$ cat config.mk
export PLATFORM = sky130hd
export DESIGN_NAME = e2lp_led_controller
export DESIGN_NICKNAME = d
export VERILOG_FILES = /design/src/rtl/e2lp_led_controller_pkg.sv /design/src/rtl/e2lp_led_tick_gen.sv /design/src/rtl/e2lp_led_controller.sv
export SDC_FILE = /design/constraint.sdc
export NUM_CORES = 1
export LEC_CHECK = 0
export ABC_CLOCK_PERIOD_IN_PS = 2200
export BUFFER_PORTS_ARGS = -buffer_cell sky130_fd_sc_hd__clkbuf_2
export CAP_MARGIN = 10
export CORE_UTILIZATION = 47
export DETAILED_ROUTE_END_ITERATION = 10
export PLACE_DENSITY = 0.72
export SLEW_MARGIN = 30
export SYNTH_ARGS = -nofsm -noshare
export SYNTH_HDL_FRONTEND = slang
export SYNTH_SLANG_ARGS = --single-unit
$ cat constraint.sdc
create_clock -name system_clock -period 2.2 [get_ports system_clock]
set_input_delay 0.33 -clock system_clock [delete_from_list [all_inputs] [get_ports system_clock]]
set_output_delay 0.33 -clock system_clock [all_outputs]
set_load 0.005 [all_outputs]
$ cat src/rtl/e2lp_led_controller_pkg.sv
// Shared definitions for the E2LP LED pattern engine: register addresses,
// mode codes and step-FSM state encodings.
package e2lp_led_controller_pkg;

  localparam logic [1:0] ADDR_PATTERN = 2'd0;
  localparam logic [1:0] ADDR_MODE    = 2'd1;
  localparam logic [1:0] ADDR_RATE    = 2'd2;

  typedef enum logic [1:0] {
    MODE_STATIC = 2'd0,
    MODE_BLINK  = 2'd1,
    MODE_CHASE  = 2'd2,
    MODE_BOUNCE = 2'd3
  } mode_t;

  typedef enum logic [2:0] {
    S_STATIC    = 3'd0,
    S_BLINK_ON  = 3'd1,
    S_BLINK_OFF = 3'd2,
    S_CHASE     = 3'd3,
    S_BOUNCE_L  = 3'd4,
    S_BOUNCE_R  = 3'd5
  } state_t;

  // Every mode starts in a state that is currently showing the stored pattern.
  function automatic state_t entry_state(input mode_t mode);
    case (mode)
      MODE_BLINK:  entry_state = S_BLINK_ON;
      MODE_CHASE:  entry_state = S_CHASE;
      MODE_BOUNCE: entry_state = S_BOUNCE_L;
      default:     entry_state = S_STATIC;
    endcase
  endfunction

endpackage

$ cat src/rtl/e2lp_led_tick_gen.sv
// Step generator: prescaler producing a base tick, followed by a rate counter
// that emits a one-cycle step on every (rate+1)-th tick.
module e2lp_led_tick_gen #(
  parameter int unsigned TICK_DIVISOR = 25_000_000,
  parameter int unsigned DIV_WIDTH    = 25
) (
  input  logic       system_clock,
  input  logic       system_reset,
  input  logic       clear,
  input  logic [7:0] rate,
  output logic       step
);

  localparam logic [DIV_WIDTH-1:0] PRESC_LAST = DIV_WIDTH'(TICK_DIVISOR - 1);

  logic [DIV_WIDTH-1:0] presc_reg;
  logic [7:0]           rate_cnt_reg;
  logic                 tick;

  assign tick = (presc_reg == PRESC_LAST);
  assign step = tick && (rate_cnt_reg == rate);

  always_ff @(posedge system_clock or posedge system_reset) begin
    if (system_reset) begin
      presc_reg    <= '0;
      rate_cnt_reg <= '0;
    end else if (clear) begin
      presc_reg    <= '0;
      rate_cnt_reg <= '0;
    end else begin
      presc_reg <= tick ? '0 : presc_reg + 1'b1;
      if (tick)
        rate_cnt_reg <= step ? 8'd0 : rate_cnt_reg + 8'd1;
    end
  end

endmodule

$ cat src/rtl/e2lp_led_controller.sv
// LED pattern engine: CPU register file with ready handshake and a step FSM
// driving the LED bitmap plus a one-cycle Set strobe for the output stage.
module e2lp_led_controller
  import e2lp_led_controller_pkg::*;
#(
  parameter int unsigned TICK_DIVISOR = 25_000_000,
  parameter int unsigned DIV_WIDTH    = 25
) (
  input  logic       system_clock,
  input  logic       system_reset,
  input  logic       i_Write,
  input  logic [1:0] i_Address,
  input  logic [7:0] i_Data,
  output logic       o_Ready,
  output logic [7:0] o_Leds,
  output logic       o_Set
);

  logic [7:0] pattern_reg;
  mode_t      mode_reg;
  logic [7:0] rate_reg;
  logic       ready_reg;
  logic       started_reg;
  state_t     state_reg, state_next;
  logic [7:0] leds_reg, leds_next;
  logic       set_reg, set_next;

  logic accept, wr_pattern, wr_mode, wr_rate, clear, step;

  assign accept     = i_Write && ready_reg;
  assign wr_pattern = accept && (i_Address == ADDR_PATTERN);
  assign wr_mode    = accept && (i_Address == ADDR_MODE);
  assign wr_rate    = accept && (i_Address == ADDR_RATE);
  assign clear      = wr_pattern || wr_mode || wr_rate;

  e2lp_led_tick_gen #(
    .TICK_DIVISOR(TICK_DIVISOR),
    .DIV_WIDTH   (DIV_WIDTH)
  ) u_tick_gen (
    .system_clock(system_clock),
    .system_reset(system_reset),
    .clear       (clear),
    .rate        (rate_reg),
    .step        (step)
  );

  always_ff @(posedge system_clock or posedge system_reset) begin
    if (system_reset) begin
      pattern_reg <= '0;
      mode_reg    <= MODE_STATIC;
      rate_reg    <= '0;
      ready_reg   <= 1'b0;
      started_reg <= 1'b0;
      state_reg   <= S_STATIC;
      leds_reg    <= '0;
      set_reg     <= 1'b0;
    end else begin
      started_reg <= 1'b1;
      ready_reg   <= !accept;
      if (wr_pattern) pattern_reg <= i_Data;
      if (wr_mode)    mode_reg    <= mode_t'(i_Data[1:0]);
      if (wr_rate)    rate_reg    <= i_Data;
      state_reg <= state_next;
      leds_reg  <= leds_next;
      set_reg   <= set_next;
    end
  end

  // Effective writes take priority over a coincident step, which is dropped.
  always_comb begin
    state_next = state_reg;
    leds_next  = leds_reg;
    set_next   = !started_reg;
    if (wr_pattern) begin
      leds_next  = i_Data;
      set_next   = 1'b1;
      state_next = entry_state(mode_reg);
    end else if (wr_mode) begin
      leds_next  = pattern_reg;
      set_next   = 1'b1;
      state_next = entry_state(mode_t'(i_Data[1:0]));
    end else if (!wr_rate && step) begin
      set_next = (state_reg != S_STATIC);
      case (state_reg)
        S_BLINK_ON: begin
          leds_next  = 8'h00;
          state_next = S_BLINK_OFF;
        end
        S_BLINK_OFF: begin
          leds_next  = pattern_reg;
          state_next = S_BLINK_ON;
        end
        S_CHASE: leds_next = {leds_reg[6:0], leds_reg[7]};
        S_BOUNCE_L: begin
          leds_next = {leds_reg[6:0], leds_reg[7]};
          if (leds_reg[6]) state_next = S_BOUNCE_R;
        end
        S_BOUNCE_R: begin
          leds_next = {leds_reg[0], leds_reg[7:1]};
          if (leds_reg[1]) state_next = S_BOUNCE_L;
        end
        default: set_next = 1'b0;
      endcase
    end
  end

  assign o_Ready = ready_reg;
  assign o_Leds  = leds_reg;
  assign o_Set   = set_reg;

endmodule

==> Yosys cells after proc, flatten, opt, wreduce, memory -nomap -nowiden <==
Index checks and enable logic that the tools add are counted.
{ "word_totals": {"input_bits": 13, "output_inout_bits": 10, "ff_bits": 65} }
{ "op_classes": {"muxes": 21, "n_reduce_logical": 21, "addsub": 2, "eq_ne": 17} }
{ "ops": {"columns": ["operator", "n"], "rows": [
  ["2-to-1 mux 25 bit", 2],
  ["2-to-1 mux 8 bit", 6],
  ["case mux 8 bit (4 select lines)", 1],
  ["adder 25 x 1 -> 25 bit, second input constant", 1],
  ["== test 25 bit, second input constant", 1],
  ["case mux 3 bit (3 select lines)", 2],
  ["2-to-1 mux 3 bit", 5],
  ["case mux 3 bit (4 select lines)", 1],
  ["nonzero test 6 bit", 2],
  ["== test 2 bit, second input constant", 5],
  ["adder 8 x 1 -> 8 bit, second input constant", 1],
  ["== test 8 bit", 1],
  ["!= test 4 bit, second input constant", 2],
  ["== test 2 x 1 -> 1 bit, second input constant", 3],
  ["== test 3 x 2 -> 1 bit, second input constant", 2],
  ["== test 3 bit, second input constant", 2],
  ["logical AND 1 bit", 6],
  ["nonzero test 3 bit", 2],
  ["OR reduction 5 bit", 1],
  ["2-to-1 mux 1 bit", 4],
  ["AND reduction 4 bit", 1],
  ["== test 3 x 1 -> 1 bit, second input constant", 1],
  ["logical NOT 1 bit", 3],
  ["logical NOT 2 bit", 1],
  ["other kinds (4)", 5]
]} }

==> Logic depth before layout (Yosys ltp) <==
{ "depth": {"ltp_word": 7, "mapped_depth": 8, "ltp_nobuf": 7} }

==> By module <==
A second synthesis with hierarchy kept.
{ "unflattened": {"hier_cells": 364, "hier_area_um2": 3728.6} }
{ "modules_own_cells": {"columns": ["module", "instances", "cells_each", "seq_area_each_um2", "area_per_inst_um2"], "rows": [
  ["e2lp_led_tick_gen", 1, 199, 825.8, 1876.8],
  ["e2lp_led_controller", 1, 165, 800.8, 1851.8]
]} }

==> Least setup slack after synthesis <==
Ideal clock, no wire load.
{ "synth_path": {"kind": "register to register", "start": "register state_reg[1]", "end": "register leds_reg[0] (netlist: o_Leds[0])", "setup_slack_ps": 97, "setup_ps": 125, "arrival_ps": 1978, "n_path_buf": 1, "stages_incl_launch_ff": 8, "path_cell_list": "dfrtp_1 -> clkbuf_1 -> inv_1 -> ha_1 -> nor2_2 -> a32o_1 -> a221o_1 -> mux2_4"} }
{ "synth_via": {"elab_chain_cells": 6, "word_cells_on_any_way": 12} }
{ "synth_rtl": {"columns": ["element", "line", "rtl"], "rows": [
  ["start, declared", "e2lp_led_controller.sv:24", "state_t state_reg, state_next;"],
  ["start signal, assigned", "e2lp_led_controller.sv:63", "state_reg <= state_next;"],
  ["== test 3 bit / == test 3 x 2 -> 1 bit (equally long branches)", "e2lp_led_controller.sv:84", "case (state_reg)"],
  ["OR reduction 2 bit (no line)", null, null],
  ["case mux 8 bit (4 select lines)", "e2lp_led_controller.sv:84", null],
  ["2-to-1 mux 8 bit", "e2lp_led_controller.sv:82", "end else if (!wr_rate && step) begin"],
  ["2-to-1 mux 8 bit", "e2lp_led_controller.sv:78", "end else if (wr_mode) begin"],
  ["2-to-1 mux 8 bit", "e2lp_led_controller.sv:74", "if (wr_pattern) begin"],
  ["end signal, assigned", "e2lp_led_controller.sv:64", "leds_reg <= leds_next;"],
  ["end, declared", "e2lp_led_controller.sv:25", "logic [7:0] leds_reg, leds_next;"]
]} }
Several ways; a longest one is shown, not always the timed one. The select of a mux whose other input is x is not followed.
A chain may end at the register's enable or synchronous reset.

==> Worst setup path after layout <==
{ "layout_path": {"start": "register u_tick_gen.presc_reg[0]", "end": "register set_reg (netlist: o_Set)"} }
{ "layout_via": {"elab_chain_cells": 6} }
{ "layout_rtl": {"columns": ["element", "line", "rtl"], "rows": [
  ["start, declared", "e2lp_led_tick_gen.sv:16", "logic [DIV_WIDTH-1:0] presc_reg;"],
  ["start signal, assigned", "e2lp_led_tick_gen.sv:31", "presc_reg <= tick ? '0 : presc_reg + 1'b1;"],
  ["== test 25 bit", "e2lp_led_tick_gen.sv:20", "assign tick = (presc_reg == PRESC_LAST);"],
  ["logical AND 1 bit", "e2lp_led_tick_gen.sv:21", "assign step = tick && (rate_cnt_reg == rate);"],
  ["logical AND 1 bit", "e2lp_led_controller.sv:82", null],
  ["2-to-1 mux 1 bit", "e2lp_led_controller.sv:82", null],
  ["2-to-1 mux 1 bit", "e2lp_led_controller.sv:78", null],
  ["2-to-1 mux 1 bit", "e2lp_led_controller.sv:74", null],
  ["net set_next", "e2lp_led_controller.sv:26", "logic set_reg, set_next;"],
  ["end signal, assigned", "e2lp_led_controller.sv:65", "set_reg <= set_next;"],
  ["end, declared", "e2lp_led_controller.sv:26", null]
]} }
The timed path passes the listed nets, and every way through them passes these cells.

==> flow_summary_export.csv <==
group,metric,value,unit
run_status,status,"complete, no violations",
detailed_routing,vias,2930,
timing,totalNegativeSetupSlack,0,ps
finish,num-nets-final,429,
synth,async_flop_share,1.00,
critical_path,end_kind,"register",
placement,pre_cts_ws,212,ps
synth,synth_top_family_by_area,"simple AND/OR/NAND/NOR gates",
finish,layout_common_cells,"65 x dfrtp_1, 44 x nand2_1, 27 x nor2_1",
critical_path,cp_top_family,"simple AND/OR/NAND/NOR gates",
finish,fin_util,0.564,
critical_path,crit_path_top_delay_cell,"or4_1",
cts,cts_inserted_buffers,9,
cts,clk_pin_slew_worst_paths,70,ps
critical_path,crit_buf_inv,0,
synth,synthMuxAreaShare,0.0783,
finish,diodes,0,
timing,rsz0062_at_grt,"false",
detailed_routing,routed_wl,7940,µm
finish,largest_register_ffs,25,
die,io_pins,23,
global_route,grt_pass1_vias,2869,
timing,max_clock_freq,496,MHz
critical_path,reg2reg_slack,190,ps
global_route,grt_max_degree,66,
synth,synthXorXnorAreaFrac,0.0647,
critical_path,crit_chain,"ha_1 > and2_1 > nand2_1 > or4_1 > o31ai_1 > a21o_1",
global_route,grt_overflow,0,
timing,finClkSkew,6.41,ps
finish,seq_area,1630,µm²
synth,synth_ff_type,"dfrtp_1",
detailed_routing,drt-vias-per-instance,5.72,
job,cap_violations,0,
cts,post_cts_resized,0,
synth,synthAdderAreaFrac,0.0274,
die,dieArea,8140,µm²
synth,syn_avg_cell_area,9.75,µm²
critical_path,critical_path_arrival,2300,ps
synth,synth.ff_latch_count,65,
timing,final_max_slew_viol_count,0,
synth,yosysUniqueCellTypes,59,
global_route,grt_pass1_wl,13900,µm
critical_path,max_stage_delay,530,ps
placement,hpwl,5400,µm
power,leakagePower,1.85,nW
synth,synthCells,375,
timing,period_share,0.916,
min_path,hp-class,"in2async",
power,peakVddDrop,0.456,mV
cts,htree_levels,3,
critical_path,start_kind,"register",
global_route,antenna_found_initial,0,
detailed_routing,wire_per_inst,15.5,µm
cts,worstSkewPairLatency,350,ps
die,initial_utilization,0.496,
synth,seq_area_frac_synth,0.445,
timing,setup_viol,0,
die,core-area,7370,µm²
cts,cts_tree,"done",
power,finalPower,3.26,mW
cts,root_buffer,"clkbuf_8",
timing,setup_slack,185,ps
synth,synth_compound_gate_area_share,0.130,
synth,syn_nets,396,
power,powerDensity,784,nW/µm²
timing,hold_viol,0,
placement,routabilityCongestion,0.811,
critical_path,crit_type,"reg2reg",
finish,final_common_cell,"dfrtp_1",
synth,yosys.area_share.simple,0.219,
die,placementRows,31,
finish,areaGrowthSynthToFinish,13.7,%
synth,synth_edf_count,0,
critical_path,crit_fanout,5,
detailed_routing,antenna_left,0,
finish,n_fill_cell,642,
synth,yosysWarnings,0,
critical_path,required,2480,ps
detailed_routing,drtIter0Drc,229,
finish,layout-drive-gt1-share,0.162,
detailed_routing,firstDrtPassIters,6,
cts,cts_buffer_depth,2,
placement,numPortBuffers,22,
detailed_routing,drc,0,
timing,hold_slack,11.7,ps
finish,multiInputGateArea,1900,µm²
die,die_height,90.2,µm
synth,synth.cell_area,3660,µm²
die,die_w,90.2,µm
global_route,grt_use_total,0.213,
timing,period_needed,2010,ps
cts,clock-sinks,65,
where the power goes:
| part | switching [mW] | internal [mW] | total (mW) |
|---|---|---|---|
| combinational | 0.363 | 0.307 | 0.670 |
| clock | 0.453 | 0.616 | 1.07 |
| sequential | 0.173 | 1.35 | 1.52 |
cell usage after synthesis (8+ instances only):
master	count	area [µm²]
nand2_1	44	165
dfrtp_1	65	1630
xnor2_1	22	193
o21ai_0	20	100
nor3_1	8	40.0
mux2i_1	17	170
nand3_1	13	65.1
nand4_1	9	56.3
or3_1	9	56.3
a21oi_1	12	60.1
inv_1	18	67.6
ha_1	8	100
nor2_1	27	101
area by class of cell:
cell class                 instances  area share
clock inverter                     2     0.00843
clock buffer                      14      0.0415
multi-input combinational        278       0.458
tap                               99      0.0298
inverter                          18      0.0163
sequential                        65       0.391
timing repair buffer              36      0.0548
layer usage:
layer  track usage  up-vias  routed length (µm)
met5             0        -                   0
met4        0.0847        0                 148
met3        0.0347       14                 345
met2         0.337       83                3750
met1         0.291     1417                3700
li1              -     1416                   -
path summary, 6_finish.rpt:
check                                             startpoint                                  to  cells after the start
setup / recovery           u_tick_gen.presc_reg[0]$_DFF_PP0_                     o_Set$_DFF_PP0_                      6
hold / removal                                  system_reset  u_tick_gen.presc_reg[16]$_DFF_PP0_                      3
setup reg to reg           u_tick_gen.presc_reg[0]$_DFF_PP0_                     o_Set$_DFF_PP0_                      6
hold reg to reg                   pattern_reg[4]$_DFFE_PP0P_          pattern_reg[4]$_DFFE_PP0P_                      1
max in group asynchronous                       system_reset          pattern_reg[6]$_DFFE_PP0P_                      3
min in group system_clock                          i_Data[6]             rate_reg[6]$_DFFE_PP0P_                      3
worst min-delay path, cell delays in order:
cell and delay, ps:
clkbuf_2 90, inv_2 60, buf_12 290
kinds of logic after synthesis:
| family | Yosys count |
|---|---|
| mux | 27 |
| fa+ha+maj | 8 |
| other cells | 1 |
| buf+inv | 32 |
| simple gates | 146 |
| xor+xnor | 27 |
| compound gates | 69 |
| flops | 65 |
per-stage QoR:
step                cells  area, µm²
detailed placement    495       3940
finish                512       4160
global placement      495       3940
floorplan             375       3660
global route          512       4160
CTS                   511       4150
timing repair:
action | in CTS | in global routing
endpoints found under the setup margin | 0 | 2
hold buffers | 0 | 0
buffers inserted | 0 | 1
(Power assumes the default switching activity.)
